`src/rtl/cpu_sequencer_if.sv`:
```
// ---------------------------------------------------------------------------
// cpu_sequencer_if
// Bundles the sequencer's ROM, RAM and ALU-control signals.
//
// Optional feature macro: SEQ_ILLEGAL_TRAP_EN (adds the 'illegal' flag).
//
// Signals:
//   run       in   permits a new instruction fetch
//   instr     in   ROM read data, opcode [7:4], immediate [3:0]
//   rom_addr  out  ROM address
//   rom_rd    out  ROM read strobe
//   ram_addr  out  RAM address (operand register)
//   ram_rd    out  RAM read strobe
//   ram_wr    out  RAM write strobe
//   op        out  ALU opcode
//   imm       out  immediate nibble
//   im_int    out  immediate-add latch pulse
//   din_ld    out  load memory data bus into ALU input register
//   acc_ld    out  load ALU result into accumulator
//   halted    out  sequencer is in HALT
//   illegal   out  illegal opcode trapped (SEQ_ILLEGAL_TRAP_EN only)
//
// Modports: master = the sequencer, slave = the surrounding CPU datapath.
// ---------------------------------------------------------------------------
interface cpu_sequencer_if #(
    parameter int AW = 8
);
    logic          run;
    logic [7:0]    instr;
    logic [AW-1:0] rom_addr;
    logic          rom_rd;
    logic [AW-1:0] ram_addr;
    logic          ram_rd;
    logic          ram_wr;
    logic [3:0]    op;
    logic [3:0]    imm;
    logic          im_int;
    logic          din_ld;
    logic          acc_ld;
    logic          halted;
`ifdef SEQ_ILLEGAL_TRAP_EN
    logic          illegal;

    modport master (
        input  run, instr,
        output rom_addr, rom_rd, ram_addr, ram_rd, ram_wr,
        output op, imm, im_int, din_ld, acc_ld, halted, illegal
    );

    modport slave (
        output run, instr,
        input  rom_addr, rom_rd, ram_addr, ram_rd, ram_wr,
        input  op, imm, im_int, din_ld, acc_ld, halted, illegal
    );
`else
    modport master (
        input  run, instr,
        output rom_addr, rom_rd, ram_addr, ram_rd, ram_wr,
        output op, imm, im_int, din_ld, acc_ld, halted
    );

    modport slave (
        output run, instr,
        input  rom_addr, rom_rd, ram_addr, ram_rd, ram_wr,
        input  op, imm, im_int, din_ld, acc_ld, halted
    );
`endif
endinterface

```
`src/rtl/cpu_sequencer.sv`:
```
// ---------------------------------------------------------------------------
// cpu_sequencer
// Multi-cycle instruction sequencer / decoder for the 8-bit CPU. Fetches
// instruction bytes from ROM, owns the program counter, instruction register
// and operand-address register, and drives the ALU opcode plus the memory
// and accumulator control strobes.
//
// Optional feature macro: SEQ_ILLEGAL_TRAP_EN
//   defined   : opcodes B..E stop the sequencer in HALT and raise 'illegal'
//   undefined : opcodes B..E execute as a one-byte NOP
//
// Ports:
//   clk   rising-edge system clock
//   rst   asynchronous active-high reset
//   bus   cpu_sequencer_if.master (see the interface file for signals)
//
// Parameters:
//   AW        ROM/RAM address and PC width
//   RESET_PC  PC value loaded on reset
// ---------------------------------------------------------------------------
module cpu_sequencer #(
    parameter int            AW       = 8,
    parameter logic [AW-1:0] RESET_PC = {AW{1'b0}}
) (
    input  logic              clk,
    input  logic              rst,
    cpu_sequencer_if.master   bus
);

    localparam logic [3:0] OP_NOP = 4'h0;
    localparam logic [3:0] OP_LDO = 4'h1;
    localparam logic [3:0] OP_LDA = 4'h2;
    localparam logic [3:0] OP_STO = 4'h3;
    localparam logic [3:0] OP_PRE = 4'h4;
    localparam logic [3:0] OP_ADD = 4'h5;
    localparam logic [3:0] OP_LDM = 4'h6;
    localparam logic [3:0] OP_ADN = 4'h7;
    localparam logic [3:0] OP_INC = 4'h8;
    localparam logic [3:0] OP_DEC = 4'h9;
    localparam logic [3:0] OP_JMP = 4'hA;
    localparam logic [3:0] OP_HLT = 4'hF;

    localparam logic [AW-1:0] PC_ONE = {{(AW-1){1'b0}}, 1'b1};

    typedef enum logic [2:0] {
        ST_FETCH    = 3'd0,
        ST_LOAD_IR  = 3'd1,
        ST_DECODE   = 3'd2,
        ST_OP_FETCH = 3'd3,
        ST_OP_LOAD  = 3'd4,
        ST_EXEC     = 3'd5,
        ST_WB       = 3'd6,
        ST_HALT     = 3'd7
    } state_t;

    state_t        state_r;
    logic [AW-1:0] pc_r;
    logic [7:0]    ir_r;
    logic [AW-1:0] areg_r;
`ifdef SEQ_ILLEGAL_TRAP_EN
    logic          illegal_r;
`endif

    logic [3:0]    opc_s;
    logic          op_window_s;
    logic          rom_rd_s;
    logic [AW-1:0] rom_addr_s;
    logic          ram_rd_s;
    logic          ram_wr_s;
    logic          im_int_s;
    logic          din_ld_s;
    logic          acc_ld_s;
    logic [3:0]    op_s;
    logic          halted_s;

    // Instructions whose second byte is an operand address.
    function automatic logic is_two_byte(input logic [3:0] opc);
        logic r;
        case (opc)
            OP_LDO, OP_LDA, OP_STO, OP_PRE, OP_ADD, OP_JMP: r = 1'b1;
            default:                                        r = 1'b0;
        endcase
        return r;
    endfunction

    // Unassigned opcode space B..E.
    function automatic logic is_illegal(input logic [3:0] opc);
        return (opc >= 4'hB) && (opc <= 4'hE);
    endfunction

    // Instructions that write the ALU result back into the accumulator.
    function automatic logic writes_acc(input logic [3:0] opc);
        logic r;
        case (opc)
            OP_LDO, OP_LDA, OP_ADD, OP_ADN, OP_INC, OP_DEC: r = 1'b1;
            default:                                        r = 1'b0;
        endcase
        return r;
    endfunction

    assign opc_s = ir_r[7:4];

    // Sequencer state machine: state, PC, IR and operand register.
    always_ff @(posedge clk or posedge rst) begin
        if (rst) begin
            state_r   <= ST_FETCH;
            pc_r      <= RESET_PC;
            ir_r      <= 8'h00;
            areg_r    <= {AW{1'b0}};
`ifdef SEQ_ILLEGAL_TRAP_EN
            illegal_r <= 1'b0;
`endif
        end else begin
            case (state_r)
                ST_FETCH: begin
                    // run is only looked at here; an instruction in flight
                    // always completes.
                    if (bus.run) begin
                        state_r <= ST_LOAD_IR;
                    end else begin
                        state_r <= ST_FETCH;
                    end
                end
                ST_LOAD_IR: begin
                    ir_r    <= bus.instr;
                    pc_r    <= pc_r + PC_ONE;
                    state_r <= ST_DECODE;
                end
                ST_DECODE: begin
                    if (is_two_byte(opc_s)) begin
                        state_r <= ST_OP_FETCH;
`ifdef SEQ_ILLEGAL_TRAP_EN
                    end else if (is_illegal(opc_s)) begin
                        illegal_r <= 1'b1;
                        state_r   <= ST_HALT;
`endif
                    end else begin
                        state_r <= ST_EXEC;
                    end
                end
                ST_OP_FETCH: begin
                    state_r <= ST_OP_LOAD;
                end
                ST_OP_LOAD: begin
                    // PC wraps naturally at the top of the address space.
                    areg_r  <= bus.instr[AW-1:0];
                    pc_r    <= pc_r + PC_ONE;
                    state_r <= ST_EXEC;
                end
                ST_EXEC: begin
                    if (opc_s == OP_HLT) begin
                        state_r <= ST_HALT;
                    end else begin
                        state_r <= ST_WB;
                    end
                end
                ST_WB: begin
                    if (opc_s == OP_JMP) begin
                        pc_r <= areg_r;
                    end else begin
                        pc_r <= pc_r;
                    end
                    state_r <= ST_FETCH;
                end
                ST_HALT: begin
                    state_r <= ST_HALT;
                end
                default: begin
                    state_r <= ST_FETCH;
                end
            endcase
        end
    end

    assign op_window_s = (state_r == ST_DECODE)   || (state_r == ST_OP_FETCH) ||
                         (state_r == ST_OP_LOAD)  || (state_r == ST_EXEC)     ||
                         (state_r == ST_WB);

    // Strobe decode from the registered state; held low throughout reset.
    always_comb begin
        rom_rd_s   = 1'b0;
        rom_addr_s = pc_r;
        ram_rd_s   = 1'b0;
        ram_wr_s   = 1'b0;
        im_int_s   = 1'b0;
        din_ld_s   = 1'b0;
        acc_ld_s   = 1'b0;
        op_s       = OP_NOP;
        halted_s   = 1'b0;
        if (!rst) begin
            case (state_r)
                ST_FETCH:    rom_rd_s = bus.run;
                ST_OP_FETCH: rom_rd_s = 1'b1;
                ST_EXEC: begin
                    case (opc_s)
                        OP_LDO: begin
                            // Constant load from ROM at the operand address.
                            rom_rd_s   = 1'b1;
                            rom_addr_s = areg_r;
                            din_ld_s   = 1'b1;
                        end
                        OP_LDA, OP_ADD, OP_PRE: begin
                            ram_rd_s = 1'b1;
                            din_ld_s = 1'b1;
                        end
                        OP_STO:  ram_wr_s = 1'b1;
                        OP_ADN:  im_int_s = 1'b1;
                        default: im_int_s = 1'b0;
                    endcase
                end
                ST_WB:   acc_ld_s = writes_acc(opc_s);
                ST_HALT: halted_s = 1'b1;
                default: rom_rd_s = 1'b0;
            endcase
            // Illegal opcodes present as NOP to the ALU.
            if (op_window_s && !is_illegal(opc_s)) begin
                op_s = opc_s;
            end else begin
                op_s = OP_NOP;
            end
        end else begin
            op_s = OP_NOP;
        end
    end

    assign bus.rom_addr = rom_addr_s;
    assign bus.rom_rd   = rom_rd_s;
    assign bus.ram_addr = areg_r;
    assign bus.ram_rd   = ram_rd_s;
    assign bus.ram_wr   = ram_wr_s;
    assign bus.op       = op_s;
    assign bus.imm      = ir_r[3:0];
    assign bus.im_int   = im_int_s;
    assign bus.din_ld   = din_ld_s;
    assign bus.acc_ld   = acc_ld_s;
    assign bus.halted   = halted_s;
`ifdef SEQ_ILLEGAL_TRAP_EN
    assign bus.illegal  = illegal_r;
`endif

endmodule

```
`src/flat_wrapper.sv`:
```
// flat-port wrapper written by rule: the top's interface ports become plain ports
module cpu_sequencer_flat 
#(
    parameter int            AW       = 8,
    parameter logic [AW-1:0] RESET_PC = {AW{1'b0}}
)
  (clk, rst, bus_run, bus_instr, bus_rom_addr, bus_rom_rd, bus_ram_addr, bus_ram_rd, bus_ram_wr, bus_op, bus_imm, bus_im_int, bus_din_ld, bus_acc_ld, bus_halted);
  cpu_sequencer_if #(.AW(AW)) bus_i ();
  input  logic clk;
  input  logic rst;
  input wire logic [$bits(bus_i.run)-1:0] bus_run;
  input wire logic [$bits(bus_i.instr)-1:0] bus_instr;
  output wire logic [$bits(bus_i.rom_addr)-1:0] bus_rom_addr;
  output wire logic [$bits(bus_i.rom_rd)-1:0] bus_rom_rd;
  output wire logic [$bits(bus_i.ram_addr)-1:0] bus_ram_addr;
  output wire logic [$bits(bus_i.ram_rd)-1:0] bus_ram_rd;
  output wire logic [$bits(bus_i.ram_wr)-1:0] bus_ram_wr;
  output wire logic [$bits(bus_i.op)-1:0] bus_op;
  output wire logic [$bits(bus_i.imm)-1:0] bus_imm;
  output wire logic [$bits(bus_i.im_int)-1:0] bus_im_int;
  output wire logic [$bits(bus_i.din_ld)-1:0] bus_din_ld;
  output wire logic [$bits(bus_i.acc_ld)-1:0] bus_acc_ld;
  output wire logic [$bits(bus_i.halted)-1:0] bus_halted;
  assign bus_i.run = bus_run;
  assign bus_i.instr = bus_instr;
  assign bus_rom_addr = bus_i.rom_addr;
  assign bus_rom_rd = bus_i.rom_rd;
  assign bus_ram_addr = bus_i.ram_addr;
  assign bus_ram_rd = bus_i.ram_rd;
  assign bus_ram_wr = bus_i.ram_wr;
  assign bus_op = bus_i.op;
  assign bus_imm = bus_i.imm;
  assign bus_im_int = bus_i.im_int;
  assign bus_din_ld = bus_i.din_ld;
  assign bus_acc_ld = bus_i.acc_ld;
  assign bus_halted = bus_i.halted;
  cpu_sequencer #(.AW(AW), .RESET_PC(RESET_PC)) u_core (.clk(clk), .rst(rst), .bus(bus_i));
endmodule
```
`config.mk`:
```
export PLATFORM = sky130hd
export DESIGN_NAME = cpu_sequencer_flat
export DESIGN_NICKNAME = d
export VERILOG_FILES = /design/src/rtl/cpu_sequencer_if.sv /design/src/rtl/cpu_sequencer.sv /design/src/flat_wrapper.sv
export SDC_FILE = /design/constraint.sdc
export NUM_CORES = 1
export LEC_CHECK = 0
export CORE_MARGIN = 5
export CORE_UTILIZATION = 35
export CTS_CLUSTER_DIAMETER = 50
export DETAILED_ROUTE_END_ITERATION = 12
export GPL_ROUTABILITY_DRIVEN = 0
export HOLD_SLACK_MARGIN = 0.03
export PLACE_DENSITY = 0.57
export SLEW_MARGIN = 20
export SYNTH_ARGS = -nofsm -noshare
export SYNTH_HDL_FRONTEND = slang
export SYNTH_SLANG_ARGS = --single-unit
```
`constraint.sdc`:
```
create_clock -name clk -period 2.9 [get_ports clk]
set_input_delay 0.58 -clock clk [delete_from_list [all_inputs] [get_ports clk]]
set_output_delay 0.58 -clock clk [all_outputs]
set_load 0.01 [all_outputs]
```
# Yosys cells after proc, flatten, opt, wreduce, memory -nomap -nowiden
# Index checks and enable logic that the tools add are counted.
[word_totals] regBits=27 latchBits=0 mem_bits_rw=0 rom_bits=0 inputBits=11 out_inout_bits=31 n_memories=0
[classes] n_addsub=1 n_mul=0 n_div=0 order_cmp=2 eq_ne=18 n_shift=0 n_mux=33 n_bitwise=0 reduce_logical=15
[ops] op="two-way mux 8 bit" count=4
[ops] op="case mux 3 bit (8 select lines)" count=1
[ops] op="two-way mux 1 bit" count=23
[ops] op="== test 4 bit, second input constant" count=4
[ops] op="case mux 8 bit (2 select lines)" count=1
[ops] op="== test 3 bit, second input constant" count=4
[ops] op="== test 4 x 3 -> 1 bit, second input constant" count=3
[ops] op="OR reduction 6 bit" count=2
[ops] op="adder 8 x 1 -> 8 bit, second input constant" count=1
[ops] op="== test 4 x 2 -> 1 bit, second input constant" count=2
[ops] op="two-way mux 4 bit" count=2
[ops] op="== test 3 x 2 -> 1 bit, second input constant" count=2
[ops] op="== test 4 x 1 -> 1 bit, second input constant" count=1
[ops] op=">= comparator 4 bit, second input constant" count=1
[ops] op="less-or-equal comparator 4 bit, second input constant" count=1
[ops] op="logical OR 1 bit" count=4
[ops] op="OR reduction 4 bit" count=1
[ops] op="== test 3 x 1 -> 1 bit, second input constant" count=1
[ops] op="zero test 3 bit" count=1
[ops] op="two-way mux 3 bit" count=1
[ops] op="case mux 1 bit (3 select lines)" count=1
[ops] op="OR reduction 3 bit" count=1
[ops] op="logical AND 1 bit" count=2
[ops] op="!= test 2 x 1 -> 1 bit, second input constant" count=1
[ops] op="4 further kinds" count=4

# Longest topological paths before layout
[depth] word_depth=8 mapped_depth=7 mapped_depth_nobuf=4

# Least setup slack after synthesis
# OpenSTA, ideal clock, no wires.
[synth_path] path_kind="input to output" startpoint="in rst" endpoint="out bus_rom_addr[0]" arrival_time_ns=1.524 required_ns=2.320 slack_ns=0.796 cell_stages=3 path_buffers=0 cell_sequence="nor4b_4 and3_2 mux2_2"
[synth_between] elab_chain_len=1
[synth_lines] item="start: declaration" line="flat_wrapper.sv:10" rtl="input logic rst;"
[synth_lines] item="two-way mux 8 bit" line="cpu_sequencer.sv:190" rtl="if (!rst) begin"
[synth_lines] item="end: declaration" line="flat_wrapper.sv:13" rtl="output wire logic [$bits(bus_i.rom_addr)-1:0] bus_rom_addr;"
# Every way passes these cells.

# Final worst setup path
[layout_path] startpoint="reg u_core.state_r[1]" endpoint="out bus_rom_addr[1]"
[layout_between] elab_chain_len=3
[layout_lines] item="start: declaration" line="cpu_sequencer.sv:56" rtl="state_t state_r;"
[layout_lines] item="start signal: assignment" line="cpu_sequencer.sv:106" rtl="state_r <= ST_FETCH;"
[layout_lines] item="start signal: assignment" line="cpu_sequencer.sv:119" rtl="state_r <= ST_LOAD_IR;"
[layout_lines] item="start signal: assignment" line="cpu_sequencer.sv:121" rtl="state_r <= ST_FETCH;"
[layout_lines] item="== test 3 bit" line="cpu_sequencer.sv:191" rtl="case (state_r)"
[layout_lines] item="two-way mux 8 bit" line="cpu_sequencer.sv:191"
[layout_lines] item="two-way mux 8 bit" line="cpu_sequencer.sv:190"
# Every way passes these cells.

==> flow_summary.ini <==
[critical_path]
required_ns = 2.32
critPathTopFamily = simple AND/OR/NAND/NOR gates
path_class = reg2out
cp_slowest_cell = clkdlybuf4s50_1
cp_num_buf_inv = 1
crit_path_end_kind = output port
crit_fanout = 7
cp-start-kind = register
crit_chain = nand2b_1, nor4b_4, nand3_4, mux2_2, clkdlybuf4s50_1
critPathArrivalTime_ns = 2.20
cp_slowest_stage_delay_ns = 0.52

[logic_synthesis]
ys_seq_area_share_pct = 40.97
synthArstFlopShare_pct = 100.0
synth_cell_types = 40
syn-instance-count = 164
synth.top_cell.area_share_pct = 40.97
synthFlopType = dfrtp_1
syn_avg_cell_area_sq_um = 10.06
synth_area_leaders = dfrtp_1 41%, mux2_2 12%, buf_4 3.6%
synthTopCellsByCount = 27 x dfrtp_1, 18 x mux2_2, 13 x nor2_1
synth_edf_count = 0
synth_fp_nets = 176
synth_most_common_cell = dfrtp_1
ys_ff_latch = 27
yosysTopAreaCell = dfrtp_1
netlist_area_sq_um = 1649
yosysWarnings = 0

[global_route]
grt_pass1_vias = 1352
grt_pass1_wl_um = 6879
overflow = 0
antenna_found_initial = 0
grt_max_degree = 28
grt_usage_pct = 13.80

[power]
seqPwrFrac_pct = 33.8
comb_power_share_pct = 57.2
p_clk_share_pct = 9.0
switching_share_pct = 42.16
power_leakage_nw = 0.8825
report.power.total_mw = 2.457
powerDensity_nw_per_um2 = 1136
irDropWorstVdd_mv = 0.5320
p_switching_mw = 1.036
p_int_mw = 1.421

[final_layout]
drive_gt1_share_pct = 21.63
nFillCells = 450
stdcell_count = 262
final_nets = 221
antennaDiodeCount = 0
syn2layout_area_growth_pct = 31.18

[floorplan]
ios = 42
num_rows = 25
die_w_um = 78.64
initial_core_util_pct = 35.38
core_sq_um = 4661
die_h_um = 78.64
fp.dieArea_sq_um = 6184

[timing]
setup_ws_ns = 0.1160
fin_crit_sh_pct = 96.00
maxSlewViolCount = 0
skew_ns = 0.002330
holdWs_ns = 0.5197
hold_viol = 0
max_freq_mhz = 359.2
setup_viol = 0
rsz0062_at_grt = no
layout_min_cycle_time_ns = 2.784
worst-slew-pin-transition_ns = 0.5369
relSlewSlack_pct = 64.20

[routing]
drt-total-wl_um = 4037
met3_length_um = 163
post_drt_wl_per_cell_um = 15.41
avgViaCountPerCell = 5.267
drt_first_pass_iters = 4
wl_met2_um = 2028
wl_met1_um = 1829
antenna_left = 0
top_layer = met4
drtIter0Drc = 98
num_vias = 1380
drc = 0

[clock_tree]
cts_tree = done
cts_buffers = 3
cts.sinks = 27
cts_max_level = 1
clk_path_buf_depth = 2
clock_latency_ns = 0.27
cts_root_buf = clkbuf_8
path_clk_slew_ns = 0.10

[placed_design]
dpl.cell_count = 255
pre_cts_ws_ns = -0.1884
dp_hpwl_um = 3104
io_buffers = 41

[flow_run]
maxCapViolations = 0

[min_path]
hp-class = reg2reg

[outcome]
status = finished, final reports clean
[cells in the final DEF (no fill, tap or decap), types with 2 or more instances in the layout]
| cell type | Yosys | routed |
|---|---|---|
| o22ai_1 | 2 | 2 |
| clkdlybuf4s50_1 | 0 | 33 |
| nor3_1 | 3 | 3 |
| nor3b_1 | 3 | 3 |
| nand2b_1 | 3 | 3 |
| a31oi_1 | 3 | 3 |
| inv_1 | 7 | 7 |
| nor2_1 | 13 | 13 |
| dlygate4sd2_1 | 0 | 8 |
| mux2_2 | 18 | 18 |
| mux2_4 | 2 | 2 |
| o21ai_0 | 11 | 11 |
| and3_1 | 4 | 4 |
| nand3_1 | 8 | 8 |
| a21oi_1 | 10 | 10 |
| buf_4 | 8 | 11 |
| o31ai_1 | 3 | 3 |
| nor2b_1 | 3 | 3 |
| o21a_1 | 2 | 2 |
| nand2_1 | 10 | 10 |
| a2bb2oi_1 | 2 | 2 |
| dfrtp_1 | 27 | 26 |
| clkbuf_8 | 0 | 3 |
[through the flow]
stage               utilization [%]  cell area (sq um)  setup TNS, ns
floorplan                         -               1649              0
global placement              45.07               2101        -0.7109
detailed placement            45.07               2101         -1.263
CTS                           46.39               2162              0
global route                  46.42               2163              0
finish                        46.42               2163              0
[power groups by stage]
stage	Sequential (mW)	Combinational (mW)	Clock (mW)
CTS	0.832	1.42	0.229
detailed placement	0.840	1.45	0
global route	0.873	1.54	0.240
global placement	0.830	1.43	0
finish	0.832	1.40	0.221
floorplan	0.774	0.974	0
[cell type report]
class,count,area [sq um],area share (%)
tap,54,67.56,3.123
multi-input combinational,118,860.8,39.79
inverter,7,26.28,1.215
clock buffer,3,41.29,1.909
sequential,27,676.9,31.29
timing repair buffer,52,483.0,22.33
clock inverter,1,7.507,0.3470
[worst paths after layout]
path | slack, ns | from | cells past startpoint | end
setup / recovery | 0.12 | u_core.state_r[1]$_DFF_PP0_ | 5 | bus_rom_addr[1]
hold / removal | 0.52 | u_core.ir_r[2]$_DFFE_PP0P_ | 1 | u_core.ir_r[2]$_DFFE_PP0P_
setup reg to reg | 1.09 | u_core.state_r[0]$_DFF_PP0_ | 6 | u_core.pc_r[5]$_DFFE_PP0P_
hold reg to reg | 0.52 | u_core.ir_r[2]$_DFFE_PP0P_ | 1 | u_core.ir_r[2]$_DFFE_PP0P_
max in group asynchronous | 1.93 | rst | 4 | u_core.state_r[2]$_DFF_PP0_
min in group asynchronous | 0.69 | rst | 4 | u_core.state_r[0]$_DFF_PP0_
[cell families (layout without fill, tap and decap cells)]
logic type | after synthesis | count (layout) | share of synthesized area, %
and+or+nand+nor | 55 | 55 | 19.80
AOI/OAI and AO/OA | 40 | 40 | 16.39
DFF | 27 | 27 | 40.97
muxes | 21 | 21 | 14.72
buffers and inverters | 19 | 63 | 6.829
adders and majority gates | 1 | 1 | 0.7586
xor gates and xnor gates | 1 | 1 | 0.5312
[flip-flops by register name, indices dropped and copies added, names as in the netlist]
register / cells
u_core.state_r: 3
u_core.pc_r: 8
u_core.bus.ram_addr: 8
u_core.ir_r: 8
[metal layers]
metal	global-route usage [%]	vias up
li1	-	672
met1	18.16	686
met2	23.77	20
met3	3.096	2
met4	1.573	0
met5	0	-
[what timing repair did]
| action | CTS | global route |
|---|---|---|
| buffers inserted | 3 | 0 |
| gates resized for setup | 8 | 1 |
| hold buffers | 0 | 0 |
| pin swaps | 2 | 0 |
| endpoints found under the setup margin | 12 | 1 |
No activity file was read; power rests on OpenSTA's default activity.
